==> src/rtl/icache_refill.sv <==
// Instruction cache line refill controller (2-way set associative, 2-word lines).
// On an accepted miss it requests the line, collects two beats, writes the victim
// way's tag/valid and data arrays, and reports the requested word.
// Optional build macro ICACHE_CRITICAL_FWD_EN: forwards the requested word one cycle
// after its beat arrives. When undefined, fwd_valid_o/fwd_word_o are tied to 0.
//
// state | meaning
// IDLE  | ready for a miss
// REQ   | line read request held until granted
// RECV  | collecting two beats
// WRITE | one-cycle array write into the victim way
// DONE  | one-cycle refill_done pulse
module icache_refill #(
    parameter int TAG_WIDTH   = 25,
    parameter int INDEX_WIDTH = 4
) (
    input  logic                   clk,
    input  logic                   rstn,
    input  logic                   miss_valid_i,
    input  logic [31:0]            miss_addr_i,
    output logic                   miss_ready_o,
    output logic                   mem_rreq_o,
    output logic [31:0]            mem_raddr_o,
    input  logic                   mem_rgnt_i,
    input  logic                   mem_rvalid_i,
    input  logic [31:0]            mem_rdata_i,
    input  logic                   hit_valid_i,
    input  logic [INDEX_WIDTH-1:0] hit_index_i,
    input  logic                   hit_way_i,
    output logic [1:0]             tagv_we_o,
    output logic [INDEX_WIDTH-1:0] tagv_waddr_o,
    output logic [TAG_WIDTH-1:0]   tagv_wdata_o,
    output logic [1:0]             data_we_o,
    output logic [INDEX_WIDTH-1:0] data_waddr_o,
    output logic [63:0]            data_wline_o,
    output logic                   refill_done_o,
    output logic [31:0]            refill_word_o,
    output logic                   fwd_valid_o,
    output logic [31:0]            fwd_word_o
);

    localparam int NSETS = 1 << INDEX_WIDTH;

    typedef enum logic [2:0] {IDLE, REQ, RECV, WRITE, DONE} state_t;

    state_t                 state_q, state_d;
    logic [31:2]            addr_q;
    logic                   victim_q;
    logic                   cnt_q;
    logic [31:0]            word0_q, word1_q;
    logic [NSETS-1:0]       lru_q;

    logic                   accept;
    logic                   beat;
    logic [INDEX_WIDTH-1:0] idx;
    logic [TAG_WIDTH-1:0]   tag;
    logic                   unused_addr_lsbs;

    assign accept           = miss_valid_i && (state_q == IDLE);
    assign beat             = mem_rvalid_i && (state_q == RECV);
    assign idx              = addr_q[INDEX_WIDTH+2:3];
    assign tag              = addr_q[31:32-TAG_WIDTH];
    assign unused_addr_lsbs = ^miss_addr_i[1:0];

    // State register
    always_ff @(posedge clk or negedge rstn) begin
        if (!rstn) state_q <= IDLE;
        else       state_q <= state_d;
    end

    // Next-state logic
    always_comb begin
        state_d = state_q;
        case (state_q)
            IDLE:    if (miss_valid_i) state_d = REQ;
            REQ:     if (mem_rgnt_i) state_d = RECV;
            RECV:    if (mem_rvalid_i && cnt_q) state_d = WRITE;
            WRITE:   state_d = DONE;
            DONE:    state_d = IDLE;
            default: state_d = IDLE;
        endcase
    end

    // Outputs decoded from state; data fields are zero outside their own state
    always_comb begin
        miss_ready_o  = 1'b0;
        mem_rreq_o    = 1'b0;
        mem_raddr_o   = '0;
        tagv_we_o     = '0;
        tagv_waddr_o  = '0;
        tagv_wdata_o  = '0;
        data_we_o     = '0;
        data_waddr_o  = '0;
        data_wline_o  = '0;
        refill_done_o = 1'b0;
        refill_word_o = '0;
        case (state_q)
            IDLE: miss_ready_o = 1'b1;
            REQ: begin
                mem_rreq_o  = 1'b1;
                mem_raddr_o = {addr_q[31:3], 3'b000};
            end
            WRITE: begin
                tagv_we_o    = victim_q ? 2'b10 : 2'b01;
                data_we_o    = victim_q ? 2'b10 : 2'b01;
                tagv_waddr_o = idx;
                data_waddr_o = idx;
                tagv_wdata_o = tag;
                data_wline_o = {word1_q, word0_q};
            end
            DONE: begin
                refill_done_o = 1'b1;
                refill_word_o = addr_q[2] ? word1_q : word0_q;
            end
            default: ;
        endcase
    end

    // Miss capture and beat collection
    always_ff @(posedge clk or negedge rstn) begin
        if (!rstn) begin
            addr_q   <= '0;
            victim_q <= 1'b0;
            cnt_q    <= 1'b0;
            word0_q  <= '0;
            word1_q  <= '0;
        end else if (accept) begin
            addr_q   <= miss_addr_i[31:2];
            victim_q <= lru_q[miss_addr_i[INDEX_WIDTH+2:3]];
            cnt_q    <= 1'b0;
        end else if (beat) begin
            if (cnt_q) word1_q <= mem_rdata_i;
            else       word0_q <= mem_rdata_i;
            cnt_q <= ~cnt_q;
        end
    end

    // LRU bits: a refill write overrides a hit update to the same set
    always_ff @(posedge clk or negedge rstn) begin
        if (!rstn) begin
            lru_q <= '0;
        end else begin
            if (hit_valid_i)       lru_q[hit_index_i] <= ~hit_way_i;
            if (state_q == WRITE)  lru_q[idx]         <= ~victim_q;
        end
    end

`ifdef ICACHE_CRITICAL_FWD_EN
    logic        fwd_valid_q;
    logic [31:0] fwd_word_q;

    // Critical word forward, one cycle after the requested beat is captured
    always_ff @(posedge clk or negedge rstn) begin
        if (!rstn) begin
            fwd_valid_q <= 1'b0;
            fwd_word_q  <= '0;
        end else begin
            fwd_valid_q <= beat && (cnt_q == addr_q[2]);
            if (beat && (cnt_q == addr_q[2])) fwd_word_q <= mem_rdata_i;
        end
    end

    assign fwd_valid_o = fwd_valid_q;
    assign fwd_word_o  = fwd_word_q;
`else
    assign fwd_valid_o = 1'b0;
    assign fwd_word_o  = '0;
`endif

endmodule

==> config.mk <==
export PLATFORM = sky130hd
export DESIGN_NAME = icache_refill
export DESIGN_NICKNAME = d
export VERILOG_FILES = /design/src/rtl/icache_refill.sv
export SDC_FILE = /design/constraint.sdc
export NUM_CORES = 1
export LEC_CHECK = 0
export BUFFER_PORTS_ARGS = -buffer_cell sky130_fd_sc_hd__buf_2
export CAP_MARGIN = 20
export CORE_MARGIN = 10
export CORE_UTILIZATION = 25
export DETAILED_ROUTE_END_ITERATION = 8
export PLACE_DENSITY_LB_ADDON = 0.3
export RECOVER_POWER = 25
export SYNTH_ARGS = -nofsm -noshare
export SYNTH_HDL_FRONTEND = slang
export SYNTH_SLANG_ARGS = --single-unit
==> constraint.sdc <==
create_clock -name clk -period 4.8 [get_ports clk]
set_input_delay 0.24 -clock clk [delete_from_list [all_inputs] [get_ports clk]]
set_output_delay 0.24 -clock clk [all_outputs]
set_load 0.03 [all_outputs]
After elaboration in Yosys (flattened, before gate mapping)

Cells that the tools add are included.

Reductions and logical operators: 10
Bitwise gates (word level): 4
Eq/ne operators: 7
Magnitude comparators: 5
Multiplexer cells: 27

Operator list:

| operator                                                                            | number |
|---|---|
| 32-bit two-way mux                                                                  | 3 |
| 64-bit two-way mux                                                                  | 1 |
| 16-bit bitwise mux                                                                  | 2 |
| 16-bit two-way mux                                                                  | 2 |
| 25-bit two-way mux                                                                  | 1 |
| 4-bit by 5-bit less-than comparator with 1-bit output, second input constant        | 3 |
| 3-bit one-hot mux with 4 select lines                                               | 1 |
| 3-bit two-way mux                                                                   | 3 |
| 3-bit AND reduction                                                                 | 3 |
| 1-bit demux with 4-bit select                                                       | 2 |
| 4-bit by 1-bit greater-or-equal comparator with 1-bit output, second input constant | 2 |
| 1-bit two-way mux                                                                   | 8 |
| 3-bit by 2-bit equality test with 1-bit output, second input constant               | 2 |
| 1-bit logical AND                                                                   | 5 |
| 1-bit binary-select mux with 4-bit select                                           | 1 |
| 2-bit two-way mux                                                                   | 2 |
| 4-bit two-way mux                                                                   | 1 |
| 2-bit inequality test, second input constant                                        | 2 |
| 1-bit inverter                                                                      | 4 |
| 3-bit by 1-bit equality test with 1-bit output, second input constant               | 1 |
| 3-bit equality test, second input constant                                          | 1 |
| 3-bit zero test                                                                     | 1 |
| 2-bit by 1-bit inequality test with 1-bit output, second input constant             | 1 |
| 2-bit nonzero test                                                                  | 1 |

Output and inout bits: 201
Flip-flop bits (word level): 115

Longest topological paths before layout

Gate-level depths: netlist of run 1.

Depth in word-level cells: 8
Mapped depth: 7
Depth with buffers taken out: 5

Worst setup path before layout of run 1

Ideal clock, no wire load.

Path type: register to register
Start point: reg state_q[0]
End point: reg addr_q[10] in the netlist's numbering
Cell stages (with the launch flop): 7
Data arrival time: 2.084 ns
Slack: 2.591 ns
Library setup time: 0.125 ns
Data required time: 4.675 ns
Buffers on the path: 3
Cells stage by stage: dfrtp_1 > buf_2 > nor3_1 > and2_1 > buf_2 > buf_4 > mux2_2

Cells in the longest elaborated chain, start to end: 2

RTL lines:

| what                     | RTL line | source |
|---|---|---|
| start: declaration       | 46       | `state_t state_q, state_d;` |
| start signal: assignment | 68       | `else state_q <= state_d;` |
| 3-bit zero test          | 59       | `assign accept = miss_valid_i && (state_q == IDLE);` |
| 1-bit logical AND        | 59       |  |
| end signal: assignment   | 128      | `addr_q <= miss_addr_i[31:2];` |
| end: declaration         | 47       | `logic [31:2] addr_q;` |

Every way passes these cells.
A chain may end at the register's enable or synchronous reset.

Worst setup path in the final report of run 1

Start point: reg state_q[1]
End point: out data_wline_o[31]

Cells in the longest elaborated chain, start to end: 2

RTL lines:

| what                                           | RTL line | source |
|---|---|---|
| 3-bit by 2-bit equality test with 1-bit output | 97       | `case (state_q)` |
| 64-bit two-way mux                             | 97       |  |
| end: declaration                               | 35       | `output logic [63:0] data_wline_o,` |

Every way passes these cells.

==> impl_metrics.ini, run 1 <==
[sta]
final.setup.tns_ns = 0
tightest_slew_ns = 2.057
rsz0062_at_grt = false
setup-violations-final = 0
fin_worst_skew_ns = 0.008522
min_period_over_period_pct = 60.64
slew_viol_final = 33
fin_crit_ns = 2.911
max_freq_mhz = 343.6
hold_violations = 0
slew_headroom_pct = -37.12
hold_ws_ns = 0.05895

[cells_and_area]
regArea_um2 = 2879
design_area_um2 = 8401
fillers = 2656
multi_input_area_um2 = 3223
n_antenna_cell = 0
area_growth_pct = 29.19
fin_nets = 891
drive_above_1_share_pct = 45.36

[yosys]
ys_async_sr_fraction_pct = 100.0
synthTopCellsByCount = and2_1 (122), dfrtp_1 (115), mux2_2 (90)
synth_top_cell_by_area = dfrtp_1
yosys.cell_types.count = 38
yosysMostFrequentCell = and2_1
yosys_warnings = 0
ys_seq_area_share_pct = 44.26
syn_area_um2 = 6502
synth_edf_count = 0
ys_top_cells_by_area = dfrtp_1 (44%), mux2_2 (16%), and2_1 (12%), mux2i_1 (7.7%), buf_4 (5.2%)
synth-seq-cells = 115
synth_area_per_cell_um2 = 10.84
synth_top_area_share_pct = 44.26
synthFlopType = dfrtp_1
syn_inst = 600

[worst_setup_path]
critical_path.max_fanout = 58
worst_path_largest_cell_delay_ns = 0.62
critPathKind = flip-flop to output port
crit_required_ns = 4.56
ff2ff_path_depth = 4
critPathTopFamily = buffers and inverters
timing.rr.start = state_q[0]
rrSetupSlack_ns = 2.02
cp_slowest_cell = inv_2
worst_setup_path_end_kind = output port
crit_arrival_ns = 2.67
path_buf_inv = 3
worstSetupStartpointType = flip-flop
r2r_end = word1_q[21]
path_cells = nand3b_1, inv_2, buf_12, and2_1, buf_2

[clock_tree]
clk_pin_slew_ns = 0.06
cts_htree_levels = 4
cts_buffers = 17
cts_resized = 0
cts.sinks = 115
root_buffer = clkbuf_16
clock_path_buffers = 2
cts_tree = yes
clk_latency_ns = 0.41

[floorplan]
rows = 58
pin_count = 276
initial_core_util_pct = 25.60
dieArea_um2 = 32860
dieWidth_um = 181.3
core_area_um2 = 25400
die_y_um = 181.3

[drt]
drt_iter0_drc = 204
drc = 0
vias = 5021
firstDrtPassIters = 4
wl_um = 19770
wl_per_cell_um = 17.06
ant_nets = 0
via_per_inst = 4.332

[grt]
grt_first_pass_wirelength_um = 30880
grt_max_degree = 65
antenna_found_initial = 0
first_global_vias = 5269
grt-ovfl-total = 0
grt_usage_pct = 11.68

[power_and_ir_drop]
p_leak_nw = 4.281
vdd_drop_max_mv = 0.1987
p_per_area_nw_per_um2 = 636.0

[place]
placed_cell_area_um2 = 7786
hpwlAfterDp_um = 14350
numPortBuffers = 237
gp_congestion = 0.7369

[min_path]
hold_depth = 2
min_to = addr_q[8]
hold_start = miss_addr_i[8]
hold_class = input pin to flip-flop

[run_status]
status = finished, violations left
violations = capacitance limit, slew limit

[job]
drv_cap = 1
==> flip-flops by register name, summed over array words and instances, names as in the netlist <==
signal,cells
word0_q,32
word1_q,32
addr_q,30
lru_q,16
state_q,3
cnt_q,1
victim_q,1
==> worst max-delay path by stage <==
stage          depth (start not counted)        from               end  slack (ns)
2_1_floorplan                          6  state_q[0]        addr_q[10]        2.59
3_3_place_gp                           5  state_q[1]  data_wline_o[31]        2.26
3_5_place_dp                           5  state_q[1]  data_wline_o[31]        2.23
4_1_cts                                5  state_q[1]  data_wline_o[31]        1.78
5_1_grt                                5  state_q[1]  data_wline_o[31]        1.61
6_report                               5  state_q[1]  data_wline_o[31]        1.89
==> repair_timing <==
action,in CTS,in global routing
buffers inserted,0,0
hold buffers,1,0
hold endpoints to repair,63,0
==> cell families after synthesis <==
kind of cell / synth area share, %
muxes: 24.84
DFF: 44.26
buffers and inverters: 8.235
and+or+nand+nor: 18.45
other: 0.05767
AOI/OAI and AO/OA: 4.157
==> cell type report <==
type	count	area share, %
multi-input cells	432	38.37
flip-flops and latches	115	34.27
repair buffers	246	15.24
clock buffers	18	5.228
inverters	4	0.1787
clock inverters	14	1.802
well taps	330	4.915
==> through the flow <==
stage          total power [W]  worst slack, ns  std cells  util (%)
6_report              0.005343            1.889       1159     33.07
4_1_cts               0.005431            1.777       1158     33.02
3_3_place_gp          0.004081            2.261       1125     30.66
2_1_floorplan         0.003489            2.591        635         -
5_1_grt               0.005712            1.610       1159     33.07
3_5_place_dp          0.004117            2.232       1125     30.66
==> report_power, final <==
part	switching, W	internal [W]
Combinational	0.00128	0.000955
Clock	0.000488	0.000783
Sequential	0.000401	0.00143
Total	0.00217	0.00317
==> placed cells by master, fill, tap and decap left out, drive strengths merged <==
master / synthesis / final
nand3: 5 / 5
bufinv: 0 / 2
and2: 122 / 122
dlygate4sd3: 0 / 1
a221oi: 2 / 2
nor4: 4 / 4
nand4b: 1 / 1
o221ai: 1 / 1
mux2: 93 / 93
nand2b: 5 / 5
a21oi: 4 / 4
or3: 4 / 4
clkinvlp: 0 / 5
nor3b: 2 / 2
clkbuf: 23 / 19
o2111ai: 1 / 1
conb: 1 / 36
inv: 4 / 9
o31a: 12 / 12
or3b: 1 / 1
a211o: 1 / 1
nand2: 9 / 9
nor3: 5 / 5
o21ai: 14 / 14
a31oi: 3 / 3
a22o: 1 / 1
buf: 61 / 244
dfrtp: 115 / 115
mux2i: 50 / 50
clkinv: 0 / 2
nor2: 45 / 45
nor2b: 2 / 2
nand3b: 5 / 5
mux4: 3 / 3
nand4: 1 / 1
==> routing by layer <==
layer  vias up  track usage [%]  share of wire (%)
met5         -                0                  0
met4         0            3.059               0.93
met3        13            4.336                7.1
met2       155            20.21                 50
met1      2447            13.25                 42
li1       2406                -                  -
(Power assumes the default switching activity.)
==> run 2: changes to the inputs <==
- clock period: 4.8 -> 2.7 ns (I/O delays scaled with it)
==> run 2 against run 1 <==
  * The run still ends with capacitance limit, slew limit left
  * Cell count is 5.4% higher
  * Clock skew up 0.0039 ns
  * Sequential power grew 80%
  * Largest power group unchanged
  * Critical path type unchanged
  * Critical path depth did not move
  * Hold slack got worse by 0.034 ns
==> impl_metrics.ini, run 2 (synthesized netlist as in run 1, its figures left out) <==
[sta]
min_period_over_period_pct = 87.26
hold_violations = 0
tightest_slew_ns = 1.625
fin_crit_ns = 2.356
slew_headroom_pct = -8.309
final.setup.tns_ns = 0
rsz0062_at_grt = false
max_freq_mhz = 424.4
slew_viol_final = 60
setup-violations-final = 0
fin_worst_skew_ns = 0.01242

[worst_setup_path]
r2r_end = lru_q[3]
critical_path.max_fanout = 61
crit_required_ns = 2.57
ff2ff_path_depth = 4
rrSetupSlack_ns = 0.72
cp-startpoint = state_q[1]
worstSetupStartpointType = flip-flop
timing.rr.start = state_q[1]
worst_setup_path_end_kind = output port
crit_arrival_ns = 2.22
critPathKind = flip-flop to output port

[run_status]
status = finished, violations left
violations = capacitance limit, slew limit

[clock_tree]
cts_htree_levels = 4
cts_hold_buf = 60
cts_buffers = 17
cts_resized = 0
clk_pin_slew_ns = 0.05
cts.sinks = 115
post_cts_buffers = 0
clock_path_buffers = 2
cts_tree = yes
clk_latency_ns = 0.41
root_buffer = clkbuf_16

[power_and_ir_drop]
power.total_w = 0.009520
p_leak_nw = 4.548
p_per_area_nw_per_um2 = 1056
vdd_drop_max_mv = 0.4044

[min_path]
hold_depth = 3
hold_class = input pin to flip-flop
hold_start = mem_rgnt_i
min_to = state_q[1]

[floorplan]
dieArea_um2 = 32860
die_y_um = 181.3
core_area_um2 = 25400
rows = 58
initial_core_util_pct = 25.60
dieWidth_um = 181.3
pin_count = 276

[drt]
wl_per_cell_um = 16.57
firstDrtPassIters = 4
ant_nets = 0
vias = 5210
wl_um = 20250
drc = 0
via_per_inst = 4.264
drt_iter0_drc = 178

[cells_and_area]
final_common_cell = buf_2
layout_common_cells = buf_2 (236), and2_1 (122), dfrtp_1 (114), mux2_2 (90), dlygate4sd3_1 (60)
design_area_um2 = 9019
drive_above_1_share_pct = 42.71
utilization_pct = 35.51
fin_nets = 954
finalNonFillerCells = 1222
largest_registers = word0_q x32, word1_q x32, addr_q x30
area_growth_pct = 38.70
n_antenna_cell = 0

[grt]
antenna_found_initial = 0
grt-ovfl-total = 0
first_global_vias = 5679
grt_usage_pct = 12.12
grt_max_degree = 62
grt_first_pass_wirelength_um = 32380

[place]
numPortBuffers = 237
hpwlAfterDp_um = 14570
placed_cell_area_um2 = 7849
gp_congestion = 0.7266
place_inst = 1130

[job]
drv_cap = 1
[run 2: changes by cell type in the layout (fill, tap and decap cells not counted)]
cell and delta:
dlygate4sd3_1 +59, clkbuf_2 +1, clkinvlp_4 -1, inv_8 +2, clkinv_4 +3, inv_6 -1, bufinv_16 -1, buf_12 +1
clkbuf_8 -1, clkinv_2 -1, clkbuf_1 -1, buf_4 +3
[run 2: per-stage QoR]
stage          hold slack, ns  worst slack (ns)
3_5_place_dp           0.2970            0.7210
3_3_place_gp           0.2989            0.7446
4_1_cts              0.001037            0.2705
2_1_floorplan         -0.1606            0.4908
5_1_grt               0.01447            0.1338
6_report              0.02452            0.3439
[run 2: how the worst max path moves through the flow]
stage | endpoint | slack (ns)
global route | data_wline_o[58] | 0.13
CTS | data_wline_o[58] | 0.27
detailed placement | data_wline_o[58] | 0.72
floorplan | addr_q[10] | 0.49
global placement | lru_q[3] | 0.74
finish | data_wline_o[58] | 0.34
[run 2: layout make-up]
cell class              instances  area, µm²
fillers                      2580      16380
clock inverters                15      148.9
clock buffers                  17      425.4
inverters                       4      15.01
repair buffers                309       1914
well taps                     330      412.9
multi-input cells             432       3223
flip-flops and latches        115       2879
[run 2: worst max-delay path, cell delays in order, from the launching register on]
cell	delay [ns]
dfrtp_1	0.55
nand3b_1	0.32
inv_2	0.25
buf_12	0.25
and2_1	0.22
buf_2	0.22
[run 2: layer usage]
| metal | part of all wire (%) | GRT usage, % | up-vias |
|---|---|---|---|
| li1 | - | - | 2540 |
| met1 | 42 | 13.85 | 2489 |
| met2 | 50 | 20.91 | 167 |
| met3 | 6.9 | 4.156 | 14 |
| met4 | 1.4 | 3.547 | 0 |
| met5 | 0 | 0 | - |
[run 2: power by group]
part           internal [W]  switching, W  leakage [nW]
Combinational       0.00178       0.00228          2.87
Clock               0.00129      0.000886         0.271
Sequential          0.00254      0.000743          1.41
